## src/rtl/serial_adder_pkg.sv

```systemverilog
// rtl/serial_adder_pkg.sv - state encoding and legal width bounds for the bit-serial adder
package serial_adder_pkg;

    typedef enum logic [1:0] {
        IDLE = 2'b00,
        RUN  = 2'b01,
        DONE = 2'b10
    } sa_state_e;

    localparam int SA_W_MIN = 2;
    localparam int SA_W_MAX = 32;

endpackage

```

## src/rtl/serial_adder_if.sv

```systemverilog
// rtl/serial_adder_if.sv - operand/result handshake bundle; ovf exists only with SERIAL_ADDER_OVF_EN
interface serial_adder_if #(
    parameter int W = 8
);
    logic         start;
    logic         sub;
    logic [W-1:0] a;
    logic [W-1:0] b;
    logic         c_in;
    logic         busy;
    logic         done;
    logic [W-1:0] sum;
    logic         c_out;
`ifdef SERIAL_ADDER_OVF_EN
    logic         ovf;

    modport master (output start, sub, a, b, c_in, input busy, done, sum, c_out, ovf);
    modport slave  (input start, sub, a, b, c_in, output busy, done, sum, c_out, ovf);
`else
    modport master (output start, sub, a, b, c_in, input busy, done, sum, c_out);
    modport slave  (input start, sub, a, b, c_in, output busy, done, sum, c_out);
`endif
endinterface

```

## src/rtl/serial_fa_cell.sv

```systemverilog
// rtl/serial_fa_cell.sv - combinational 1-bit full adder shared by every bit position
module serial_fa_cell (
    input  logic a,
    input  logic b,
    input  logic cin,
    output logic s,
    output logic co
);
    assign s  = a ^ b ^ cin;
    assign co = (a & b) | (cin & (a ^ b));
endmodule

```

## src/rtl/serial_adder.sv

```systemverilog
// rtl/serial_adder.sv - LSB-first bit-serial add/sub, one bit per clock; SERIAL_ADDER_OVF_EN adds ovf
module serial_adder
    import serial_adder_pkg::*;
#(
    parameter int W = 8
) (
    input  logic           clk,
    input  logic           rst_n,
    serial_adder_if.slave  bus
);
    localparam int CW = $clog2(W);

    if (W < SA_W_MIN || W > SA_W_MAX) begin : g_w_check
        $error("serial_adder: W outside supported range");
    end

    sa_state_e     state_q, state_d;
    logic [W-1:0]  a_q, b_q, sum_q;
    logic [CW-1:0] cnt_q;
    logic          carry_q, c_out_q, busy_q, done_q;
    logic          fa_s, fa_co;
    logic          last, load;

    assign last = (cnt_q == CW'(W - 1));

    serial_fa_cell u_cell (
        .a   (a_q[0]),
        .b   (b_q[0]),
        .cin (carry_q),
        .s   (fa_s),
        .co  (fa_co)
    );

    always_comb begin
        state_d = state_q;
        load    = 1'b0;
        unique case (state_q)
            IDLE: if (bus.start) begin
                state_d = RUN;
                load    = 1'b1;
            end
            RUN:  if (last) state_d = DONE;
            DONE: begin
                state_d = bus.start ? RUN : IDLE;
                load    = bus.start;
            end
            default: state_d = IDLE;
        endcase
    end

    // The result register doubles as the sum shift register; it settles at the last RUN edge.
    always_ff @(posedge clk or negedge rst_n) begin
        if (!rst_n) begin
            state_q <= IDLE;
            a_q     <= '0;
            b_q     <= '0;
            sum_q   <= '0;
            cnt_q   <= '0;
            carry_q <= 1'b0;
            c_out_q <= 1'b0;
            busy_q  <= 1'b0;
            done_q  <= 1'b0;
        end else begin
            state_q <= state_d;
            busy_q  <= (state_d == RUN);
            done_q  <= (state_d == DONE);
            if (load) begin
                a_q     <= bus.a;
                b_q     <= bus.sub ? ~bus.b : bus.b;
                carry_q <= bus.sub | bus.c_in;
                cnt_q   <= '0;
            end else if (state_q == RUN) begin
                a_q     <= a_q >> 1;
                b_q     <= b_q >> 1;
                sum_q   <= {fa_s, sum_q[W-1:1]};
                carry_q <= fa_co;
                cnt_q   <= cnt_q + 1'b1;
                if (last) c_out_q <= fa_co;
            end
        end
    end

`ifdef SERIAL_ADDER_OVF_EN
    logic ovf_q;

    // On the MSB cycle carry_q is the carry into the sign bit.
    always_ff @(posedge clk or negedge rst_n) begin
        if (!rst_n)                           ovf_q <= 1'b0;
        else if (state_q == RUN && last)      ovf_q <= carry_q ^ fa_co;
    end

    assign bus.ovf = ovf_q;
`endif

    assign bus.busy  = busy_q;
    assign bus.done  = done_q;
    assign bus.sum   = sum_q;
    assign bus.c_out = c_out_q;

endmodule

```

## src/flat_wrapper.sv

```systemverilog
// flat-port wrapper written by rule: the top's interface ports become plain ports
module serial_adder_flat import serial_adder_pkg::*;
#(
    parameter int W = 8
)
  (clk, rst_n, bus_start, bus_sub, bus_a, bus_b, bus_c_in, bus_busy, bus_done, bus_sum, bus_c_out);
  serial_adder_if #(.W(W)) bus_i ();
  input  logic clk;
  input  logic rst_n;
  input wire logic [$bits(bus_i.start)-1:0] bus_start;
  input wire logic [$bits(bus_i.sub)-1:0] bus_sub;
  input wire logic [$bits(bus_i.a)-1:0] bus_a;
  input wire logic [$bits(bus_i.b)-1:0] bus_b;
  input wire logic [$bits(bus_i.c_in)-1:0] bus_c_in;
  output wire logic [$bits(bus_i.busy)-1:0] bus_busy;
  output wire logic [$bits(bus_i.done)-1:0] bus_done;
  output wire logic [$bits(bus_i.sum)-1:0] bus_sum;
  output wire logic [$bits(bus_i.c_out)-1:0] bus_c_out;
  assign bus_i.start = bus_start;
  assign bus_i.sub = bus_sub;
  assign bus_i.a = bus_a;
  assign bus_i.b = bus_b;
  assign bus_i.c_in = bus_c_in;
  assign bus_busy = bus_i.busy;
  assign bus_done = bus_i.done;
  assign bus_sum = bus_i.sum;
  assign bus_c_out = bus_i.c_out;
  serial_adder #(.W(W)) u_core (.clk(clk), .rst_n(rst_n), .bus(bus_i));
endmodule
```

## config.mk

```make
export PLATFORM = sky130hd
export DESIGN_NAME = serial_adder_flat
export DESIGN_NICKNAME = d
export VERILOG_FILES = /design/src/rtl/serial_adder_pkg.sv /design/src/rtl/serial_adder_if.sv /design/src/rtl/serial_fa_cell.sv /design/src/rtl/serial_adder.sv /design/src/flat_wrapper.sv
export SDC_FILE = /design/constraint.sdc
export NUM_CORES = 1
export LEC_CHECK = 0
export ABC_AREA = 1
export CORE_ASPECT_RATIO = 0.8
export CORE_MARGIN = 5
export CORE_UTILIZATION = 54
export DETAILED_ROUTE_END_ITERATION = 12
export PLACE_DENSITY = 0.89
export REMOVE_ABC_BUFFERS = 1
export SETUP_SLACK_MARGIN = 0.2
export SLEW_MARGIN = 25
export SYNTH_ARGS = -nofsm -noshare
export SYNTH_HDL_FRONTEND = slang
export SYNTH_HIERARCHICAL = 1
export SYNTH_SLANG_ARGS = --single-unit
```

## constraint.sdc

```tcl
create_clock -name clk -period 2.75 [get_ports clk]
set_input_delay 0.275 -clock clk [delete_from_list [all_inputs] [get_ports clk]]
set_output_delay 0.275 -clock clk [all_outputs]
set_load 0.1 [all_outputs]
```

==> metrics.yaml, run 1 <==
sta:
  setup_tns_ns: 0
  worstMarginPinSlew_ns: 0.642
  fmax_mhz: 589
  rsz0062_at_grt: "false"
  period_share: 0.617
  setup_viol: 0
  hold_ws_ns: 0.340
  finClkSkew_ns: 0.00658
  slew_headroom: 0.571
  hold_viol: 0
  fin_ws_ns: 1.05
  period_needed_ns: 1.70
  slew_viol_final: 0
floorplanning:
  die_h_um: 58.3
  design.core.area_um2: 2770
  dieArea_um2: 4100
  io_pins: 32
  row_count: 17
  start_util: 0.568
  fp.dieW_um: 70.3
pwr:
  p_sw_mw: 1.23
  power_leakage_nw: 0.995
  power.total_mw: 2.39
  cellPowerDensity_nw_per_um2: 1260
  p_comb_frac: 0.531
  pwr-share-seq: 0.357
  internal_power_mw: 1.16
  pwr-share-clk: 0.112
  ir_drop_uv: 546
  switching_share: 0.516
critical_path:
  worstSetupEndpointType: "flop"
  cp_num_cells: 5
  path_delay_family: "simple AND/OR/NAND/NOR gates"
  crit_required_ns: 2.97
  cp_slowest_stage_delay_ns: 0.59
  crit_path_frequent_cell: "nand2_1"
  reg2regPathDepth: 5
  cp_num_buf_inv: 1
  worstPathArrival_ns: 1.92
  worstSetupPathType: "reg2reg"
  cp_max_fo: 22
  crit_chain: "nand2_1 > nand2_1 > inv_2 > nand2_1 > nand2_1"
  start_kind: "flop"
  cp_slowest_cell: "dfrtp_1"
synth:
  synth_fa_ha_area_frac: 0.0287
  synth_top_cell_area_share: 0.525
  synthTopCellsByArea: "dfrtp_1, nand2_1, nand3_1"
  synthMuxAreaShare: 0
  ys_seq_elements: 33
  synth_top_family_by_area: "simple AND/OR/NAND/NOR gates"
  ys_types: 18
  synthXorXnorAreaFrac: 0
  yosys_warnings: 6
  avgSynthCellArea_um2: 8.10
  synthSimpleGateAreaFrac: 0.307
  ys_seq_area_frac: 0.525
  synth_area_um2: 1570
  synth_cells: 194
  yosysTopAreaCell: "dfrtp_1"
  synth_compound_area_frac: 0.0414
detailed_routing:
  dr.pass1.iters: 4
  drt-vias-per-instance: 5.03
  vias: 1324
  antenna_left: 0
  avgRoutedWirePerCell_um: 12.2
  drc: 0
  wl_mm: 3.20
  first_iter_violations: 102
cts:
  postCtsSetupBuffers: 0
  clock_latency_ns: 0.33
  clkSinkCount: 33
  numCtsBuffers: 5
  clockBufferDepth: 2
  post_cts_resized: 0
  h-tree-depth: 2
  cts_root_buf: "clkbuf_4"
  cts_tree: "done"
  path_clk_slew_ns: 0.09
  ctsHoldBuffers: 0
placement:
  post-place-ws_ns: 1.06
  gp_congestion: 0.790
  io_buffers: 31
  post-dp-hpwl_mm: 2.29
  dpl_cell_area_um2: 1850
cells_and_area:
  nets: 249
  synthToLayoutAreaGrowth_pct: 21.2
  n_antenna_cell: 0
  layout_common_cells: "nand2_1, nand3_1, dfrtp_1, inv_1, clkdlybuf4s50_1"
  final_common_cell: "nand2_1"
  stdcell_area_um2: 1900
  drive_gt1_frac: 0.107
global_route:
  grt_pass1_vias: 1263
  groute.usage.overall: 0.171
  grt_pass1_wl_mm: 5.46
  grt_max_degree: 34
  grt-ovfl-total: 0
  antenna_found_initial: 0
job:
  cap_violations: 0
worst_hold_path:
  hold_path_class: "in2async"
status:
  status: "finished clean"
## cell type report
| cell class | instances | area, µm² |
|---|---|---|
| Multi-Input combinational cell | 129 | 593 |
| Tap cell | 38 | 47.5 |
| Inverter | 24 | 92.6 |
| Fill cell | 242 | 861 |
| Clock buffer | 7 | 55.1 |
| Timing Repair Buffer | 32 | 290 |
| Sequential cell | 33 | 826 |
## routing by layer
metal	global-route usage	wire, µm	vias to the layer above	part of all wire
met4	0.0738	53	0	0.017
met3	0.0485	235	7	0.073
met5	0	0	-	0
li1	-	-	669	-
met1	0.220	1420	605	0.44
met2	0.273	1490	43	0.46
## metrics by stage
step	util	cells
final	0.689	263
after global routing	0.689	263
after CTS	0.689	263
after detailed placement	0.669	256
after global placement	0.669	256
after floorplan	-	186
## power by group through the flow
stage	Clock, mW	Sequential (mW)	Combinational [mW]
6_report	0.268	0.854	1.27
5_1_grt	0.294	0.879	1.39
4_1_cts	0.277	0.853	1.28
3_5_place_dp	0	0.861	1.28
3_3_place_gp	0	0.854	1.24
2_1_floorplan	0	1.32	0.495
## synthesized netlist by cell type
cell type and count:
dfrtp_1 33, clkbuf_1 1, inv_4 1, o21ai_0 12, nand2_2 1, inv_1 21, buf_6 3, fa_1 1
nor2_2 1, nand2_1 68, nand3_1 37, ha_1 2, inv_2 2, buf_4 1, nor2_4 1, buf_2 3
nor2_1 5, a21oi_1 1
## flip-flops by register name, summed over array words and instances (netlist names)
| register | count |
|---|---|
| u_core/bus.done | 1 |
| u_core/b_q | 8 |
| u_core/bus.c_out | 1 |
| u_core/state_q | 2 |
| u_core/bus.sum | 8 |
| u_core/carry_q | 1 |
| u_core/bus.busy | 1 |
| u_core/cnt_q | 3 |
| u_core/a_q | 8 |
## cell families after synthesis
logic type / after synthesis
AO/OA/AOI/OAI: 13
buffers and inverters: 32
AND/OR/NAND/NOR: 113
flip-flops: 33
adder cells (fa/ha/maj): 3
## path summary, 6_finish.rpt
check | slack [ns] | start | end
max in group asynchronous | 2.11 | rst_n | u_core/a_q[6]
max | 1.05 | u_core/state_q[0] | u_core/cnt_q[2]
min | 0.34 | rst_n | u_core/bus.sum[1]
min in group clk | 0.48 | bus_a[7] | u_core/a_q[7]
max reg2reg | 1.05 | u_core/state_q[0] | u_core/cnt_q[2]
min reg2reg | 0.49 | u_core/b_q[7] | u_core/b_q[7]
(Power assumes the default switching activity.)
==> run 2: changes to the inputs <==
Settings changed: CORE_UTILIZATION 54 to 50, PLACE_DENSITY 0.89 to 0.84.
Clock period 2.75 ns to 1.7 ns, I/O delays scaled along.
==> run 2 against run 1 <==
Effect of this change:
- clock skew fell by 0.0043 ns
- highest routed layer unchanged
- wire length grew 1.9%
- clock power rose by 120%
- sequential cell count unchanged
- final cell count rose by 1.9%
- die area increased by 6.7%
- total power rose by 73%
- critical path type unchanged
==> metrics.yaml, run 2 (synthesis gave the netlist of run 1 again) <==
floorplanning:
  design.core.area_um2: 3060  # was 2770 µm²
  io_pins: 32  # unchanged
  dieArea_um2: 4370  # was 4100 µm²
  row_count: 18  # was 17
  fp.dieW_um: 72.7  # was 70.3 µm
  die_h_um: 60.1  # was 58.3 µm
  start_util: 0.513  # was 0.568
global_route:
  met1_usage: 0.200  # was 0.220
  grt_pass1_wl_mm: 5.40  # was 5.46 mm
  groute.usage.overall: 0.167  # was 0.171
  grt-ovfl-total: 0  # unchanged
  use_met3: 0.0487  # was 0.0485
  antenna_found_initial: 0  # unchanged
  met2_usage: 0.253  # was 0.273
  top_usage_layer: "met2"  # unchanged
  grt_max_degree: 34  # unchanged
  grt_pass1_vias: 1255  # was 1263
detailed_routing:
  drt-vias-per-instance: 5.05  # was 5.03
  antenna_left: 0  # unchanged
  wl_mm: 3.26  # was 3.20 mm
  avgRoutedWirePerCell_um: 12.2  # about the same
  dr.pass1.iters: 4  # unchanged
  drc: 0  # unchanged
  first_iter_violations: 77  # was 102
  vias: 1353  # was 1324
sta:
  hold_viol: 0  # unchanged
  setup_tns_ns: 0  # unchanged
  worstMarginPinSlew_ns: 0.408  # was 0.642 ns
  fmax_mhz: 760  # was 589 MHz
  setup_viol: 0  # unchanged
  period_needed_ns: 1.32  # was 1.70 ns
  rsz0062_at_grt: "false"  # unchanged
  period_share: 0.774  # was 0.617
  finClkSkew_ns: 0.00227  # was 0.00658 ns
  slew_headroom: 0.727  # was 0.571
  slew_viol_final: 0  # unchanged
status:
  status: "finished clean"  # unchanged
cts:
  cts_tree: "done"  # unchanged
  path_clk_slew_ns: 0.06  # was 0.09 ns
  clkSinkCount: 33  # unchanged
  clockBufferDepth: 2  # unchanged
  clock_latency_ns: 0.28  # was 0.33 ns
  ctsHoldBuffers: 0  # unchanged
  post_cts_resized: 0  # unchanged
  cts_root_buf: "clkbuf_8"  # was clkbuf_4
  postCtsSetupBuffers: 0  # unchanged
  h-tree-depth: 2  # unchanged
  numCtsBuffers: 5  # unchanged
placement:
  io_buffers: 31  # unchanged
  post-dp-hpwl_mm: 2.36  # was 2.29 mm
  gp_congestion: 0.817  # was 0.790
  dpl_cell_area_um2: 1910  # was 1850 µm²
cells_and_area:
  regArea_um2: 827  # was 826 µm²
  layout_common_cells: "nand2_1, nand3_1, dfrtp_1, inv_1, clkdlybuf4s50_1"  # unchanged
  multiInputGateArea_um2: 593  # unchanged
  stdcell_area_um2: 2000  # was 1900 µm²
  fill_cells: 271  # was 242
  final_common_cell: "nand2_1"  # unchanged
  drive_gt1_frac: 0.123  # was 0.107
  n_antenna_cell: 0  # unchanged
  nets: 252  # was 249
  synthToLayoutAreaGrowth_pct: 27.2  # was 21.2%
pwr:
  cellPowerDensity_nw_per_um2: 2070  # was 1260 nW/µm²
  ir_drop_uv: 1210  # was 546 µV
  power_leakage_nw: 1.03  # was 0.995 nW
critical_path:
  cp-endpoint: "u_core/a_q[5]"  # was u_core/cnt_q[2]
  rr_endpoint: "u_core/a_q[5]"  # was u_core/cnt_q[2]
  worstSetupEndpointType: "flop"  # unchanged
  reg2regPathDepth: 6  # was 5
  r2r-start: "u_core/state_q[0]"  # unchanged
  start_kind: "flop"  # unchanged
  r2r_slack_ns: 0.38  # was 1.05 ns
  cp-startpoint: "u_core/state_q[0]"  # unchanged
  worstPathArrival_ns: 1.54  # was 1.92 ns
  crit_required_ns: 1.92  # was 2.97 ns
  cp_max_fo: 12  # was 22
  worstSetupPathType: "reg2reg"  # unchanged
job:
  cap_violations: 0  # unchanged
worst_hold_path:
  hold_path_class: "in2async"  # unchanged
run 2: how the worst min path moves through the flow:
stage,end,start,slack (ns),cells past startpoint
floorplan,u_core/a_q[0],rst_n,-0.13,0
global placement,u_core/b_q[7],u_core/b_q[7],0.46,2
detailed placement,u_core/b_q[7],u_core/b_q[7],0.47,2
CTS,u_core/bus.c_out,rst_n,0.28,2
global route,u_core/cnt_q[2],rst_n,0.31,2
finish,u_core/bus.c_out,rst_n,0.28,2
run 2: layout make-up:
class | instances | share of cell area
timing repair buffer | 35 | 0.175
inverter | 24 | 0.0463
sequential | 33 | 0.414
tap | 40 | 0.0250
multi-input combinational | 129 | 0.297
clock buffer | 7 | 0.0432
run 2: worst max-delay path: stages, from the launching register on:
cell and delay, ns:
dfrtp_2 0.49, inv_4 0.10, nand2_2 0.21, nand2_1 0.13
inv_2 0.18, nand2_1 0.08, nand2_1 0.06
run 2: power breakdown:
| group | internal, mW | switching [mW] |
|---|---|---|
| logic | 0.634 | 1.52 |
| registers | 1.15 | 0.262 |
| clock network | 0.321 | 0.262 |
run 2: routing by layer:
metal,share of wire,wire length (µm)
met5,0,0
met4,0.021,70
met1,0.45,1450
met2,0.47,1520
met3,0.068,221
run 2: stage by stage:
stage          instances   util  hold slack (ns)  power [mW]  worst slack, ns
2_1_floorplan        186      -           -0.126        2.93            0.374
3_3_place_gp         261  0.624            0.459        3.50            0.328
3_5_place_dp         261  0.624            0.469        3.59            0.295
4_1_cts              268  0.652            0.284        4.18            0.284
5_1_grt              268  0.653            0.308        4.44            0.264
6_report             268  0.653            0.276        4.15            0.384
==> run 3: changes to the inputs <==
Settings changed: CORE_UTILIZATION 50 to 45, PLACE_DENSITY 0.84 to 0.8.
Clock period 1.7 ns to 1.1 ns, I/O delays scaled along.
==> run 3 against run 2 <==
Effect of this change:
- non-clock buffer count up 35
- critical path depth shrank 1
- highest routed layer unchanged
- combinational power rose to 2.9 times the previous value
- via count is 24% higher
- the flow now finishes with violations (negative setup slack)
- cell area rose by 39%
- global-route usage is 2.7 points higher
- register-to-register slack lost 0.56 ns
- hold slack got worse by 0.084 ns
- wire length up 81%
- sequential cell count is the same
- largest power group unchanged
==> metrics.yaml, run 3 (synthesis gave the netlist of run 1 again) <==
pwr:
  power.total_mw: 9.52  # was 4.15 mW
  ir_drop_uv: 1650  # was 1210 µV
  power_leakage_nw: 1.37  # was 1.03 nW
  cellPowerDensity_nw_per_um2: 3430  # was 2070 nW/µm²
critical_path:
  start_kind: "flop"  # unchanged
  worstSetupPathType: "reg2reg"  # unchanged
  worstPathArrival_ns: 1.48  # was 1.54 ns
  cp_max_fo: 5  # was 12
  worstSetupEndpointType: "flop"  # unchanged
  crit_required_ns: 1.30  # was 1.92 ns
cells_and_area:
  drive_gt1_frac: 0.464  # was 0.123
  final_cells: 307  # was 268
  n_antenna_cell: 0  # unchanged
  fill_cells: 184  # was 271
  synthToLayoutAreaGrowth_pct: 76.7  # was 27.2%
  final_common_cell: "nand2_1"  # unchanged
  fin_util: 0.817  # was 0.653
  layout_common_cells: "nand2_1, dfrtp_1, buf_4, nand3_2"  # was nand2_1, nand3_1, dfrtp_1, inv_1, clkdlybuf4s50_1
  stdcell_area_um2: 2780  # was 2000 µm²
  nets: 288  # was 252
detailed_routing:
  drt-vias-per-instance: 5.45  # was 5.05
  avgRoutedWirePerCell_um: 19.2  # was 12.2 µm
  dr.pass1.iters: 4  # unchanged
  vias: 1673  # was 1353
  first_iter_violations: 201  # was 77
  antenna_left: 0  # unchanged
  drc: 0  # unchanged
  wl_mm: 5.88  # was 3.26 mm
placement:
  dpl_cell_area_um2: 2120  # was 1910 µm²
  placedCellCount: 276  # was 261
  post-dp-hpwl_mm: 2.49  # was 2.36 mm
  gp_congestion: 0.787  # was 0.817
  io_buffers: 31  # unchanged
sta:
  period_share: 1.16  # was 0.774
  worstMarginPinSlew_ns: 0.275  # was 0.408 ns
  hold_ws_ns: 0.192  # was 0.276 ns
  slew_headroom: 0.815  # was 0.727
  fmax_mhz: 785  # was 760 MHz
  slew_viol_final: 0  # unchanged
  hold_viol: 0  # unchanged
  finClkSkew_ns: 0.00625  # was 0.00227 ns
  rsz0062_at_grt: "true"  # was false
  fin_ws_ns: -0.173  # was 0.384 ns
  period_needed_ns: 1.27  # was 1.32 ns
  setup_viol: 27  # was 0
job:
  cap_violations: 0  # unchanged
global_route:
  groute.usage.overall: 0.194  # was 0.167
  grt_max_degree: 34  # unchanged
  grt-ovfl-total: 0  # unchanged
  antenna_found_initial: 0  # unchanged
  grt_pass1_wl_mm: 7.38  # was 5.40 mm
  grt_pass1_vias: 1524  # was 1255
floorplanning:
  design.core.area_um2: 3400  # was 3060 µm²
  dieArea_um2: 4780  # was 4370 µm²
  die_h_um: 62.9  # was 60.1 µm
  io_pins: 32  # unchanged
  start_util: 0.462  # was 0.513
  fp.dieW_um: 76.1  # was 72.7 µm
  row_count: 19  # was 18
status:
  violations: "negative setup slack"
  status: "finished with violations"  # was finished clean
cts:
  clock_latency_ns: 0.29  # was 0.28 ns
  cts_root_buf: "clkbuf_8"  # unchanged
  ctsHoldBuffers: 0  # unchanged
  clkSinkCount: 33  # unchanged
  numCtsBuffers: 5  # unchanged
  h-tree-depth: 2  # unchanged
  path_clk_slew_ns: 0.07  # was 0.06 ns
  cts_tree: "done"  # unchanged
  clockBufferDepth: 2  # unchanged
worst_hold_path:
  hold_path_class: "in2async"  # unchanged
[run 3: cell types whose count changed in the layout (fill, tap and decap cells not counted), sizes merged]
cell / previous run / this run
buf: 15 / 48
clkbuf: 7 / 10
clkinvlp: 0 / 1
[run 3: repair_timing]
action,4_1_cts,5_1_grt
buffers inserted,9,9
pin swaps,15,12
cloned,2,3
resized for setup,65,32
endpoints found under the setup margin,44,44
[run 3: path summary, 6_finish.rpt]
kind | slack (ns) | to | cells after the start | start
max reg2reg | -0.17 | u_core/cnt_q[0] | 5 | u_core/state_q[0]
max in group asynchronous | 0.73 | u_core/state_q[0] | 2 | rst_n
max | -0.17 | u_core/cnt_q[0] | 5 | u_core/state_q[0]
min | 0.19 | u_core/bus.sum[3] | 2 | rst_n
min reg2reg | 0.47 | u_core/a_q[7] | 2 | u_core/a_q[7]
min in group clk | 0.38 | u_core/a_q[7] | 3 | bus_a[7]
[run 3: area by class of cell]
| class | instances | area (µm²) | area share |
|---|---|---|---|
| well taps | 42 | 52.6 | 0.0189 |
| multi-input cells | 129 | 875 | 0.315 |
| repair buffers | 70 | 835 | 0.301 |
| inverters | 24 | 100 | 0.0361 |
| clock buffers | 8 | 80.1 | 0.0288 |
| repair inverters | 1 | 7.51 | 0.00270 |
| flip-flops and latches | 33 | 827 | 0.298 |
[run 3: routing by layer]
metal,GRT usage,up-vias,share of wire
met5,0,-,0
met4,0.0895,0,0.038
met3,0.0476,22,0.099
met1,0.235,801,0.38
met2,0.324,106,0.49
li1,-,744,-
[run 3: metrics by stage]
stage                     setup slack [ns]  setup TNS [ns]
after floorplan                     -0.226           -4.79
after CTS                          -0.0557          -0.373
after global placement             -0.0723           -1.06
after global routing                -0.179           -3.39
final                               -0.173           -2.88
after detailed placement            -0.141           -2.03
[run 3: critical path, cell delays in order, from the launching register on]
cell,delay (ns)
dfrtp_2,0.49
inv_4,0.09
nor2_4,0.24
buf_12,0.17
nor2_2,0.05
a21oi_2,0.14
[run 3: power by group]
group	total, mW	switching (mW)	internal, mW
sequential	2.35	0.573	1.77
combinational	6.28	3.61	2.67
clock	0.899	0.449	0.450
total	9.52	4.63	4.89
